==> config.mk <==
export PLATFORM = sky130hd
export DESIGN_NAME = wb_eventlog
export DESIGN_NICKNAME = d
export VERILOG_FILES = /design/src/rtl/wb_eventlog.sv
export SDC_FILE = /design/constraint.sdc
export NUM_CORES = 1
export LEC_CHECK = 0
export ABC_AREA = 1
export CORE_ASPECT_RATIO = 0.6
export CORE_UTILIZATION = 38
export DETAILED_ROUTE_END_ITERATION = 12
export GPL_TIMING_DRIVEN = 0
export PLACE_DENSITY = 0.51
export SYNTH_ARGS = -nofsm -noshare
export SYNTH_HDL_FRONTEND = slang
export SYNTH_SLANG_ARGS = --single-unit
==> constraint.sdc <==
create_clock -name clk -period 3.2 [get_ports clk]
set_clock_uncertainty 0.15 [all_clocks]
set_input_delay 0.8 -clock clk [delete_from_list [all_inputs] [get_ports clk]]
set_output_delay 0.8 -clock clk [all_outputs]
set_load 0.01 [all_outputs]
==> src/rtl/wb_eventlog.sv <==
// wb_eventlog: Wishbone-readable FIFO of 8-bit event codes for firmware debug and trigger tracing.
// Define WB_EVENTLOG_TIMESTAMP_EN to store an 8-bit capture timestamp with each entry (register 4).
module wb_eventlog #(
   parameter int DEPTH_LOG2 = 6
) (
   input  logic        clk,
   input  logic        rst,
   input  logic [7:0]  event_data,
   input  logic        event_valid,
   input  logic        wb_stb_i,
   input  logic        wb_cyc_i,
   input  logic        wb_we_i,
   input  logic [15:0] wb_adr_i,
   input  logic [7:0]  wb_dat_i,
   output logic [7:0]  wb_dat_o,
   output logic        wb_ack_o
);
   localparam int DEPTH = 1 << DEPTH_LOG2;
   localparam int CW    = DEPTH_LOG2 + 1;
`ifdef WB_EVENTLOG_TIMESTAMP_EN
   localparam int EW = 16;
`else
   localparam int EW = 8;
`endif

   logic [EW-1:0]         mem [DEPTH];
   logic [DEPTH_LOG2-1:0] wptr, rptr;
   logic [CW-1:0]         count;
   logic                  overflow;
   logic [7:2]            ctrl;
   logic [EW-1:0]         head, entry;
   logic [8:0]            cnt9;
   logic [7:0]            cnt_sat, rdata;
   logic [2:0]            reg_sel;
   logic                  access, rd, wr, empty, full, pop, push, clr, clr_ovf, ovf_set;
   logic                  unused_adr;
`ifdef WB_EVENTLOG_TIMESTAMP_EN
   logic [7:0]            ts_cnt, tstamp;
`endif

   assign unused_adr = ^wb_adr_i[15:3];
   assign reg_sel    = wb_adr_i[2:0];
   assign access     = wb_stb_i & wb_cyc_i & ~wb_ack_o;
   assign rd         = access & ~wb_we_i;
   assign wr         = access & wb_we_i;
   assign empty      = (count == '0);
   assign full       = (count == CW'(DEPTH));
   assign cnt9       = 9'(count);
   assign cnt_sat    = cnt9[8] ? 8'hFF : cnt9[7:0];
   assign head       = mem[rptr];

   // Clear outranks a same-cycle push; a pop frees a slot so a push into a full FIFO still lands.
   assign pop     = rd & (reg_sel == 3'd2) & ~empty;
   assign clr     = wr & (reg_sel == 3'd3) & wb_dat_i[0];
   assign clr_ovf = wr & (reg_sel == 3'd3) & wb_dat_i[1];
   assign push    = event_valid & ctrl[2] & (~full | pop) & ~clr;
   assign ovf_set = event_valid & ctrl[2] & full & ~pop & ~clr;

`ifdef WB_EVENTLOG_TIMESTAMP_EN
   assign entry = {ts_cnt, event_data};
`else
   assign entry = event_data;
`endif

   always_comb begin
      rdata = 8'h00;
      case (reg_sel)
         3'd0:    rdata = {5'b0, overflow, full, empty};
         3'd1:    rdata = cnt_sat;
         3'd2:    rdata = empty ? 8'h00 : head[7:0];
         3'd3:    rdata = {ctrl, 2'b00};
`ifdef WB_EVENTLOG_TIMESTAMP_EN
         3'd4:    rdata = tstamp;
`endif
         default: rdata = 8'h00;
      endcase
   end

   always_ff @(posedge clk) begin
      if (push) mem[wptr] <= entry;
   end

   always_ff @(posedge clk or posedge rst) begin
      if (rst) begin
         wb_ack_o <= 1'b0;
         wb_dat_o <= 8'h00;
         wptr     <= '0;
         rptr     <= '0;
         count    <= '0;
         overflow <= 1'b0;
         ctrl     <= '0;
      end else begin
         wb_ack_o <= access;
         if (rd) wb_dat_o <= rdata;
         if (clr) begin
            wptr  <= '0;
            rptr  <= '0;
            count <= '0;
         end else begin
            if (push) wptr <= wptr + 1'b1;
            if (pop)  rptr <= rptr + 1'b1;
            count <= count + CW'(push) - CW'(pop);
         end
         if (ovf_set)      overflow <= 1'b1;
         else if (clr_ovf) overflow <= 1'b0;
         if (wr && reg_sel == 3'd3) ctrl <= wb_dat_i[7:2];
      end
   end

`ifdef WB_EVENTLOG_TIMESTAMP_EN
   always_ff @(posedge clk or posedge rst) begin
      if (rst) begin
         ts_cnt <= 8'h00;
         tstamp <= 8'h00;
      end else begin
         ts_cnt <= ts_cnt + 8'd1;
         if (pop) tstamp <= head[15:8];
      end
   end
`endif

endmodule

==> summary.md, run 1 <==
| Metric | Value |
|---|---|
| Growth of design area from synthesis to finish | `15.2%` |
| Maximum clock rate | `0.303 GHz` |
| Net count of the finished layout | `2394` |
| Placed wire-length estimate after detailed placement | `about 54000 um` |
| Class of the tightest hold or removal check | `input port to async pin` |
| Finished Core Util | `roughly 45%` |
| Via count of the first global-routing pass | `15.3k` |
| Number of distinct library cells after synthesis | `34` |
| Top layer reached by signal wires | `met5` |
| Clock Root Buffer | `sky130_fd_sc_hd__clkbuf_16` |
| Max Cap Viol | `0` |
| Worst-case setup margin in the final layout | `-97.8 ps` |
| Antenna violations before repair | `3` |
| Maximum cell stage delay along the critical path | `660 ps` |
| Worst Setup End Kind | `register` |
| Avg Cell Area, Syn | `10.4 um^2` |
| Chip Width | `322 um` |
| Clock slew at the register clock pins of the worst setup and hold paths | `about 60 ps` |
| Series of cell instances along the critical path | `clkdlybuf4s50_1 -> nand2_1 -> nor2_4 -> nand2_2 -> clkinv_2 -> nand2_4 -> nand2_2 -> nand2_4 -> buf_4 -> buf_12 -> inv_4 -> nand2_1 -> nor2_2` |
| First-pass GRT wire length | `110000 um` |
| Cell with the largest stage delay on the worst path | `sky130_fd_sc_hd__nor2_2` |
| Relative slew slack | `38.1%` |
| Nets in the synthesized netlist | `2292` |
| Fillers | `5688` |
| Number of enable flip-flop cells after synthesis | `512` |
| Instance count of the mapped netlist | `2242` |
| Final worst path period share | `103%` |
| DR WL/cell | `24.0 um` |
| Synthesis-stage register bit count | `approximately 550` |
| Synth warn | `0` |
| Overall die height | `194 um` |
| Most repeated cell in the gate-level netlist after synthesis | `sky130_fd_sc_hd__nand2_1` |
| Number of port buffers | `33` |
| Placed cell area | `0.0247 mm^2` |
| Clock tree from TritonCTS | `built` |
| Layout cell share with drive strength beyond 1 | `11.6%` |
| Router iterations before antenna repair | `5` |
| Critical Setup Path Class | `input port to register` |
| Final hold vios | `0` |
| DRC violation total after the first TritonRoute iteration | `slightly below 2k` |
| Number of standard-cell rows in the floorplan | `69` |
| Predominant post-synthesis flop cell | `sky130_fd_sc_hd__edfxtp_1` |
| Post-detailed-routing wire length | `slightly below 80000 um` |
| Largest net degree at the start of global routing | `65` |
| Max FO, Critical Path | `9` |
| Portion of the post-synthesis area used by sequential elements | `69.7%` |
| Required arrival time at the worst endpoint | `3280 ps` |
| TritonCTS sink count | `547` |
| Area fraction of the dominant cell type after synthesis | `65.9%` |
| Critical Path Source Type | `input port` |
| Post-route ant nets | `0` |
| Core area | `0.0599 mm^2` |
| Leakage power | `around 0.011 uW` |
| Clock insertion delay at the later pin of the skew report | `620 ps` |
| Number of buffers between clock root and the deepest sink | `3` |
| Worst IR drop on VDD | `approximately 0.00047 V` |
| Final-report setup violation count | `97` |
| Total via count after detailed routing | `16.6k` |
| Number of inserted diodes | `0` |
| Average via count per standard cell | `5.17` |
| Actual slew at the worst max-slew pin | `929 ps` |
| Starting density of the core | `38.9%` |
| Number of max-slew violations in the final report | `0` |
| Synth top area cells | `sky130_fd_sc_hd__edfxtp_1, sky130_fd_sc_hd__nand2_1, sky130_fd_sc_hd__nand3_1, sky130_fd_sc_hd__dfrtp_1, sky130_fd_sc_hd__inv_1` |
| Number of buffers created by CTS | `between 50 and 60` |
| Tmin final | `3300 ps` |
| Total GRT Usage | `roughly a quarter` |
| Die Area | `0.0624 mm^2` |
| Post-synth design cell area | `0.0233 mm^2` |
| Length of routed met3 wiring | `7960 um` |
| CTS H-tree lvls | `2` |
| Met2 wirelength from detailed routing | `29300 um` |
| Top cell type by total area after synthesis | `sky130_fd_sc_hd__edfxtp_1` |
| Final design instance area without fill | `0.0269 mm^2` |
| Data arrival at the endpoint of the critical path | `3380 ps` |
| Number of remaining DRC errors | `0` |
| Outcome | `complete, but fails checks` |
| Violations in the final reports | `negative setup slack` |
| Ratio of total power to cell area | `813 mW/mm^2` |
| Total gr overflow | `0` |
| Wl on met1 | `38200 um` |
| IO Count | `47` |
| Setup repair after global routing missed its margin | `true` |
| Placer Congestion | `0.952` |
| Ys async rst share | `6.40%` |
| Top cells by instance count after synthesis | `sky130_fd_sc_hd__nand2_1, sky130_fd_sc_hd__edfxtp_1, sky130_fd_sc_hd__nand3_1` |
==> critical path: cells and delay by family <==
kind,cells,cell delay (ps)
buf+inv,5,950
simple gates,8,1600
==> registers in the layout, indices dropped and copies added, names as in the netlist <==
signal,cells
overflow,1
ctrl,6
wptr,6
count,7
mem,512
wb_ack_o,1
rptr,6
wb_dat_o,8
==> layout by cell type, fill, tap and decap left out, types with 2 or more instances in the layout <==
cell type / netlist / routed
sky130_fd_sc_hd__nand2_1: 1085 / 1083
sky130_fd_sc_hd__edfxtp_1: 512 / 512
sky130_fd_sc_hd__nand3_1: 235 / 235
sky130_fd_sc_hd__inv_1: 100 / 92
sky130_fd_sc_hd__buf_2: 61 / 61
sky130_fd_sc_hd__nor2_2: 3 / 58
sky130_fd_sc_hd__clkbuf_16: 0 / 52
sky130_fd_sc_hd__clkbuf_1: 29 / 38
sky130_fd_sc_hd__dfrtp_1: 35 / 30
sky130_fd_sc_hd__clkdlybuf4s50_1: 0 / 22
sky130_fd_sc_hd__nor2_1: 82 / 21
sky130_fd_sc_hd__buf_4: 2 / 21
sky130_fd_sc_hd__o21ai_0: 15 / 13
sky130_fd_sc_hd__clkinv_2: 1 / 13
sky130_fd_sc_hd__buf_1: 14 / 13
sky130_fd_sc_hd__inv_2: 3 / 10
sky130_fd_sc_hd__bufinv_16: 0 / 10
sky130_fd_sc_hd__a21oi_1: 10 / 9
sky130_fd_sc_hd__nor3_1: 10 / 9
sky130_fd_sc_hd__nand2_4: 7 / 8
sky130_fd_sc_hd__clkinv_1: 2 / 7
sky130_fd_sc_hd__ha_1: 11 / 7
sky130_fd_sc_hd__a22oi_1: 6 / 6
sky130_fd_sc_hd__nor2_4: 0 / 6
sky130_fd_sc_hd__dfrtp_2: 0 / 5
sky130_fd_sc_hd__clkbuf_2: 0 / 4
sky130_fd_sc_hd__nor3_4: 2 / 3
sky130_fd_sc_hd__nand2_2: 2 / 3
sky130_fd_sc_hd__xnor2_1: 3 / 3
sky130_fd_sc_hd__clkinvlp_4: 0 / 3
sky130_fd_sc_hd__buf_12: 0 / 3
sky130_fd_sc_hd__o22ai_1: 2 / 2
sky130_fd_sc_hd__o21ai_2: 1 / 2
sky130_fd_sc_hd__o21ai_1: 1 / 2
sky130_fd_sc_hd__ha_2: 0 / 2
sky130_fd_sc_hd__ha_4: 0 / 2
==> metal layers <==
metal	track usage, %	vias up
met5	2.22	-
met4	4.62	4
met3	6.71	92
met2	31.6	652
met1	40.9	8175
li1	-	7644
==> path summary, 6_finish.rpt <==
check,startpoint,endpoint,slack (ps),depth (start not counted)
worst min register to register,ctrl[7]$_DFFE_PP0N_,ctrl[7]$_DFFE_PP0N_,330,2
worst max register to register,count[4]$_DFF_PP0_,count[6]$_DFF_PP0_,10,20
max in group asynchronous,rst,rptr[1]$_DFFE_PP0P_,2160,3
min in group clk,ctrl[7]$_DFFE_PP0N_,ctrl[7]$_DFFE_PP0N_,330,2
worst min-delay path,rst,wb_ack_o$_DFF_PP0_,280,2
worst max-delay path,wb_stb_i,mem[25][3]$_DFFE_PP_,-100,13
==> power by group <==
part / leakage [uW] / switching (uW) / internal (uW) / total (uW)
Clock: 0.000874 / 2820 / 3820 / 6640
Combinational: 0.00468 / 5150 / 1710 / 6860
Sequential: 0.00504 / 203 / 8140 / 8350
==> layout make-up <==
type / instances / area [um^2] / share of cell area (%)
timing repair buffer: 48 / 459 / 1.71
tap: 816 / 1020 / 3.80
buffer: 107 / 504 / 1.88
clock buffer: 64 / 1350 / 5.01
multi-input combinational: 1481 / 6410 / 23.9
sequential: 547 / 16300 / 60.5
inverter: 107 / 423 / 1.57
clock inverter: 34 / 450 / 1.68
==> cells by family after synthesis <==
family,count (synthesis),synth area share [%]
AOI/OAI and AO/OA,38,0.955
xor gates and xnor gates,4,0.150
adders and majority gates,12,0.676
buffers and inverters,214,3.87
DFF,547,69.7
and+or+nand+nor,1427,24.7
==> metrics by stage <==
step / setup WS [ps] / cells / hold WS (ps) / setup TNS, ps / power, uW
floorplan: -262 / 2242 / 292 / -262 / 12200
global placement: -1430 / 3091 / 305 / -1071010 / 14900
detailed placement: -1410 / 3093 / 312 / -573210 / 15000
CTS: -75.5 / 3197 / 256 / -75.5 / 21600
global route: -172 / 3204 / 300 / -13420 / 22800
finish: -97.8 / 3204 / 278 / -3440 / 21800
==> what timing repair did <==
action	CTS	global route
pin swaps	7	8
resized for setup	72	30
hold buffers	0	0
setup buffers	6	7
endpoints found under the setup margin	510	137
No activity file was read; power rests on OpenSTA's default activity.
==> run 2: changes to the inputs <==
- CORE_MARGIN: unset -> 4
- PLACE_DENSITY: 0.51 -> 0.49
- clock period: 3.2 -> 3.6 ns (I/O delays scaled with it)
==> summary.md, run 2 (same netlist as run 1, synthesis figures left out) <==
| Metric | Value |
|---|---|
| Clock Root Buffer | `sky130_fd_sc_hd__clkbuf_16` |
| Number of inserted diodes | `0 (unchanged)` |
| Number of standard-cell rows in the floorplan | `70 (+1.4%)` |
| Post-route ant nets | `0 (unchanged)` |
| Tmin final | `around 3500 ps` |
| TritonCTS sink count | `547 (unchanged)` |
| Maximum clock rate | `roughly 0.28 GHz` |
| Router iterations before antenna repair | `7 (+2)` |
| Largest registers ranked by flip-flop count | `mem: 512 flops, wb_dat_o: 8 flops, count: 7 flops` |
| Number of remaining DRC errors | `0 (unchanged)` |
| Total via count after detailed routing | `16.0k (-3.3%)` |
| Number of cells on the worst hold path | `1` |
| Total of hold buffers inserted after clock tree synthesis | `0 (unchanged)` |
| Via count of the first global-routing pass | `15.1k (-1.6%)` |
| Leakage power | `0.0106 uW (-0.26%)` |
| Critical Path Source Type | `input port` |
| Placed wire-length estimate after detailed placement | `52900 um (-1.6%)` |
| Number of buffers created by CTS | `53 (+1.9%)` |
| DR WL/cell | `23.4 um (-2.6%)` |
| Max FO, Critical Path | `9 (unchanged)` |
| Worst flop-to-flop path startpoint | `count[4]$_DFF_PP0_` |
| HP Start | `wb_ack_o$_DFF_PP0_` |
| Number of buffers between clock root and the deepest sink | `3 (unchanged)` |
| DRC violation total after the first TritonRoute iteration | `1784 (-7.4%)` |
| Core area | `0.0609 mm^2 (+1.6%)` |
| CTS H-tree lvls | `2 (unchanged)` |
| Placed cell area | `0.0248 mm^2 (+0.29%)` |
| Outcome | `completed` |
| Class of the tightest hold or removal check | `register to register` |
| Clock slew at the register clock pins of the worst setup and hold paths | `60 ps (about the same)` |
| Total GRT Usage | `22.8% (-2.0 points)` |
| Total gr overflow | `0 (unchanged)` |
| Critical Setup Path Class | `input port to register` |
| Top reg by flops | `mem` |
| Hold EP | `wb_ack_o$_DFF_PP0_` |
| Setup repair after global routing missed its margin | `true` |
| Starting density of the core | `38.3% (-0.61 points)` |
| Clock tree from TritonCTS | `built` |
| Max Cap Viol | `0 (unchanged)` |
| Final hold vios | `0 (unchanged)` |
| Area taken by multi-input logic gates | `0.00625 mm^2 (-2.5%)` |
| Flip-flop count of the largest register after layout | `512 (unchanged)` |
| Post-detailed-routing wire length | `75200 um (-2.4%)` |
| Number of max-slew violations in the final report | `0 (unchanged)` |
| Antenna violations before repair | `3 (unchanged)` |
| Required arrival time at the worst endpoint | `3930 ps (+650 ps)` |
| R2r endpoint | `count[6]$_DFF_PP0_` |
| Relative slew slack | `25.2% (-13 points)` |
| Worst IR drop on VDD | `0.000389 V (-17%)` |
| Final design instance area without fill | `0.0267 mm^2 (-0.76%)` |
| Average via count per standard cell | `4.99 (-3.5%)` |
| Placer Congestion | `0.924 (-2.9%)` |
| First-pass GRT wire length | `106000 um (-3.3%)` |
| Ratio of total power to cell area | `706 mW/mm^2 (-13%)` |
| Data arrival at the endpoint of the critical path | `3840 ps (+460 ps)` |
| Chip Width | `328 um (+1.9%)` |
| Die Area | `0.0655 mm^2 (+5.0%)` |
| Worst reg-to-reg setup slack | `290 ps (+280 ps)` |
| IO Count | `47 (unchanged)` |
| Fillers | `5847 (+2.8%)` |
| Actual slew at the worst max-slew pin | `1120 ps (+189 ps)` |
| Net count of the finished layout | `2392 (-0.084%)` |
| Layout cell share with drive strength beyond 1 | `9.10% (-2.5 points)` |
| Growth of design area from synthesis to finish | `14.4%` |
| Largest net degree at the start of global routing | `65 (unchanged)` |
| Worst Setup End Kind | `register` |
| Most common cell after layout, fill and taps aside | `sky130_fd_sc_hd__nand2_1` |
| Sequential Area | `0.0163 mm^2 (about the same)` |
| Number of port buffers | `33 (unchanged)` |
| Clock insertion delay at the later pin of the skew report | `600 ps (-20 ps)` |
| Leading cell types in the layout, fill and taps excluded | `sky130_fd_sc_hd__nand2_1, sky130_fd_sc_hd__edfxtp_1, sky130_fd_sc_hd__nand3_1` |
| Worst-case setup margin in the final layout | `84.5 ps (+182 ps)` |
| Worst R2R Path Depth | `19 (-5.0%)` |
| Overall die height | `200 um (+3.1%)` |
| Final-report setup violation count | `0 (-100%)` |
| Worst-case setup slack after placement | `-946 ps (+468 ps)` |
| Final worst path period share | `97.7%` |
-- run 2: how the worst max path moves through the flow --
stage | startpoint | to | slack (ps) | depth (start not counted)
final | wb_stb_i | count[6]$_DFF_PP0_ | 80 | 19
after floorplan | wb_adr_i[0] | count[6]$_DFF_PP0_ | 6 | 20
after detailed placement | wb_adr_i[2] | mem[14][4]$_DFFE_PP_ | -950 | 11
after global placement | event_data[5] | mem[56][5]$_DFFE_PP_ | -990 | 1
after CTS | wb_adr_i[1] | count[6]$_DFF_PP0_ | 10 | 21
after global routing | wb_stb_i | count[6]$_DFF_PP0_ | -180 | 19
-- run 2: metrics by stage --
stage | power (uW) | cells | setup TNS [ps] | util [%] | hold WS (ps)
global placement | 13100 | 3103 | -739400 | 40.6 | 293
finish | 18800 | 3212 | 0 | 43.8 | 305
detailed placement | 13200 | 3109 | -347440 | 40.8 | 299
floorplan | 10800 | 2242 | 0 | - | 292
CTS | 18800 | 3210 | 0 | 43.7 | 307
global route | 19800 | 3212 | -179 | 43.8 | 331
-- run 2: repair_timing --
item	in CTS	in global routing
pin swaps	4	1
gates resized for setup	7	25
hold endpoints to repair	0	0
cloned	0	0
endpoints found under the setup margin	276	113
buffers inserted	4	2
-- run 2: area by class of cell --
| class | instances | area share, % |
|---|---|---|
| Sequential cell | 547 | 60.9 |
| Multi-Input combinational cell | 1481 | 23.4 |
| Inverter | 107 | 1.54 |
| Tap cell | 828 | 3.88 |
| Clock buffer | 63 | 5.23 |
| Clock inverter | 34 | 1.21 |
| Timing Repair Buffer | 45 | 1.90 |
| Buffer | 107 | 1.86 |
-- run 2: metal layers --
metal  GRT usage [%]  vias to the layer above  share of wire (%)
met1            36.7                     7768                 50
li1                -                     7632                  -
met2            30.2                      536                 38
met3            5.98                       81                9.5
met5            2.17                        -               0.28
met4            4.82                        2                1.9
-- run 2: worst max-delay path: stages --
cell and delay (ps):
sky130_fd_sc_hd__clkdlybuf4s50_1 460, sky130_fd_sc_hd__nand2_1 50, sky130_fd_sc_hd__nor2_1 180, sky130_fd_sc_hd__nand2_2 110
sky130_fd_sc_hd__clkinv_2 110, sky130_fd_sc_hd__nand2_1 150, sky130_fd_sc_hd__inv_1 250, sky130_fd_sc_hd__ha_1 280
sky130_fd_sc_hd__inv_1 50, sky130_fd_sc_hd__ha_1 150, sky130_fd_sc_hd__inv_1 60, sky130_fd_sc_hd__fa_2 340
sky130_fd_sc_hd__o21ai_1 130, sky130_fd_sc_hd__a21oi_1 110, sky130_fd_sc_hd__nor2_1 110, sky130_fd_sc_hd__nor2_1 60
sky130_fd_sc_hd__o21bai_1 160, sky130_fd_sc_hd__xnor2_1 130, sky130_fd_sc_hd__nor2_1 50
-- run 2: power by group --
group,total (uW),switching [uW],internal (uW)
clock,5660,2470,3190
sequential,7400,168,7230
combinational,5780,4320,1460
==> run 3: changes to the inputs <==
- ABC_CLOCK_PERIOD_IN_PS: unset -> 3500
- CTS_BUF_LIST: unset -> sky130_fd_sc_hd__clkbuf_16
- clock period: 3.6 -> 3.5 ns (I/O delays scaled with it)
==> summary.md, run 3 (same netlist as run 1, synthesis figures left out) <==
| Metric | Value |
|---|---|
| Maximum clock rate | `0.292 GHz` |
| Clock slew at the register clock pins of the worst setup and hold paths | `60 ps (about the same)` |
| Antenna violations before repair | `2 (-1)` |
| GRT Max-Usage Layer | `met1` |
| Starting density of the core | `38.3% (unchanged)` |
| Max Cap Viol | `0 (unchanged)` |
| Number of port buffers | `33 (unchanged)` |
| Core area | `0.0609 mm^2 (unchanged)` |
| Placed wire-length estimate after detailed placement | `52600 um (-0.57%)` |
| Net count of the finished layout | `2390 (-0.084%)` |
| Final worst hold slack | `325 ps (+20.5 ps)` |
| Tmin final | `about 3400 ps` |
| Required arrival time at the worst endpoint | `3590 ps (-340 ps)` |
| Int Pwr | `12100 uW (+2.2%)` |
| TritonCTS sink count | `547 (unchanged)` |
| Total power | `19500 uW (+3.6%)` |
| IO Count | `47 (unchanged)` |
| Power share of the combinational group | `31.3% (+0.6 points)` |
| DR WL/cell | `23.7 um (+1.5%)` |
| Growth of design area from synthesis to finish | `14.0%` |
| Most common cell after layout, fill and taps aside | `sky130_fd_sc_hd__nand2_1` |
| DRC violation total after the first TritonRoute iteration | `1859 (+4.2%)` |
| Met3 global-route usage | `6.72% (+0.74 points)` |
| Data arrival at the endpoint of the critical path | `3520 ps (-320 ps)` |
| Ratio of total power to cell area | `734 mW/mm^2 (+3.9%)` |
| Setup repair after global routing missed its margin | `true` |
| Global Route met2 Usage | `31.4% (+1.1 points)` |
| Number of cells on the worst hold path | `2 (+1)` |
| Clock Root Buffer | `sky130_fd_sc_hd__clkbuf_16` |
| Clock insertion delay at the later pin of the skew report | `620 ps (+20 ps)` |
| Total via count after detailed routing | `16.3k (+1.6%)` |
| Class of the tightest hold or removal check | `register to register` |
| Die Area | `0.0655 mm^2 (unchanged)` |
| Post-detailed-routing wire length | `76300 um (+1.5%)` |
| Largest net degree at the start of global routing | `65 (unchanged)` |
| Final worst path period share | `97.9%` |
| Clk pwr share | `29.5% (-0.5 points)` |
| Number of max-slew violations in the final report | `0 (unchanged)` |
| Chip Width | `328 um (unchanged)` |
| Number of buffers created by CTS | `51 (-3.8%)` |
| Number of buffers between clock root and the deepest sink | `3 (unchanged)` |
| First-pass GRT wire length | `108000 um (+1.9%)` |
| Average via count per standard cell | `5.07 (+1.6%)` |
| Router iterations before antenna repair | `6 (-1)` |
| CTS H-tree lvls | `2 (unchanged)` |
| Leading cell types in the layout, fill and taps excluded | `sky130_fd_sc_hd__nand2_1, sky130_fd_sc_hd__edfxtp_1, sky130_fd_sc_hd__nand3_1` |
| Critical Setup Path Class | `input port to register` |
| Layout cell share with drive strength beyond 1 | `8.31% (-0.79 points)` |
| Largest registers ranked by flip-flop count | `mem: 512 flops, wb_dat_o: 8 flops, count: 7 flops` |
| Worst R2R Path Depth | `13 (-6)` |
| Leakage power | `0.0106 uW (about the same)` |
| Total gr overflow | `0 (unchanged)` |
| Top reg by flops | `mem` |
| Max FO, Critical Path | `9 (unchanged)` |
| Relative slew slack | `31.0% (+5.8 points)` |
| Final setup TNS | `0 ps (unchanged)` |
| Critical Path Source Type | `input port` |
| Via count of the first global-routing pass | `15.3k (+1.1%)` |
| Post-route ant nets | `0 (unchanged)` |
| Total of hold buffers inserted after clock tree synthesis | `0 (unchanged)` |
| Layout Cells excl Fill | `3211 (-0.031%)` |
| Flip-flop count of the largest register after layout | `512 (unchanged)` |
| Actual slew at the worst max-slew pin | `1030 ps (-86.0 ps)` |
| Outcome | `completed` |
| Switching fraction of total power | `37.8% (+0.87 points)` |
| Finished Core Util | `43.7% (-0.12 points)` |
| Placed instance count | `3105 (-0.13%)` |
| Overall die height | `200 um (unchanged)` |
| Clock tree from TritonCTS | `built` |
| Sequential share of power | `39.2% (about the same)` |
| Final hold vios | `0 (unchanged)` |
| Total GRT Usage | `23.2% (+0.45 points)` |
| Worst reg-to-reg setup slack | `120 ps (-170 ps)` |
| Number of inserted diodes | `0 (unchanged)` |
| Fraction of met1 tracks used by global routing | `37.1% (+0.44 points)` |
| Worst IR drop on VDD | `0.000344 V (-12%)` |
| Worst Setup End Kind | `register` |
| Final-report setup violation count | `0 (unchanged)` |
| Number of standard-cell rows in the floorplan | `70 (unchanged)` |
| Net switching power | `7380 uW (+6.1%)` |
| Placer Congestion | `0.946 (+2.4%)` |
| Number of remaining DRC errors | `0 (unchanged)` |
[run 3: worst paths after layout]
check                               startpoint                 endpoint
hold / removal             ctrl[7]$_DFFE_PP0N_      ctrl[7]$_DFFE_PP0N_
hold reg to reg            ctrl[7]$_DFFE_PP0N_      ctrl[7]$_DFFE_PP0N_
min in group asynchronous                  rst      wptr[3]$_DFFE_PP0P_
max in group asynchronous                  rst  wb_dat_o[6]$_DFFE_PP0P_
setup reg to reg           rptr[1]$_DFFE_PP0P_  wb_dat_o[7]$_DFFE_PP0P_
setup / recovery                      wb_stb_i     mem[34][7]$_DFFE_PP_
[run 3: what timing repair did]
action                                 in CTS  in global routing
buffers inserted                            3                  7
gates resized for setup                     9                 12
endpoints found under the hold margin       0                  0
setup endpoints to repair                 507                169
pin swaps                                   4                 12
[run 3: cell type report]
cell class | count | area [um^2]
Clock inverter | 45 | 418
Sequential cell | 547 | 16300
Clock buffer | 51 | 1280
Timing Repair Buffer | 45 | 434
Fill cell | 5813 | 34300
Multi-Input combinational cell | 1481 | 6250
Tap cell | 828 | 1040
Inverter | 107 | 430
Buffer | 107 | 497
[run 3: power groups by stage]
| stage | Sequential [uW] | Clock (uW) | Combinational, uW |
|---|---|---|---|
| after floorplan | 7700 | 0 | 3430 |
| after global placement | 7780 | 0 | 5890 |
| after detailed placement | 7770 | 0 | 5920 |
| after CTS | 7630 | 5830 | 5940 |
| after global routing | 7660 | 6130 | 6690 |
| final | 7650 | 5760 | 6120 |
[run 3: critical path, cell delays in order]
cell and delay, ps:
sky130_fd_sc_hd__clkdlybuf4s50_1 460, sky130_fd_sc_hd__nand2_1 80, sky130_fd_sc_hd__nor2_4 190, sky130_fd_sc_hd__nand2_4 110
sky130_fd_sc_hd__inv_6 110, sky130_fd_sc_hd__nand2_4 90, sky130_fd_sc_hd__nand2_2 100, sky130_fd_sc_hd__nand2_4 80
sky130_fd_sc_hd__buf_12 140, sky130_fd_sc_hd__inv_4 80, sky130_fd_sc_hd__nand2_1 310, sky130_fd_sc_hd__nor2_1 880
[run 3: stage by stage]
step                      worst slack [ps]  cell area [um^2]
after floorplan                      -37.1             23400
after global placement               -1160             24700
after detailed placement             -1170             24800
after CTS                             2.29             26500
after global routing                 -3.82             26600
final                                 71.9             26600
[run 3: layer usage]
| layer | vias to the layer above | wire length [um] |
|---|---|---|
| met5 | - | 159 |
| met3 | 69 | 7490 |
| met4 | 2 | 884 |
| li1 | 7616 | - |
| met1 | 7982 | 37800 |
| met2 | 604 | 29900 |
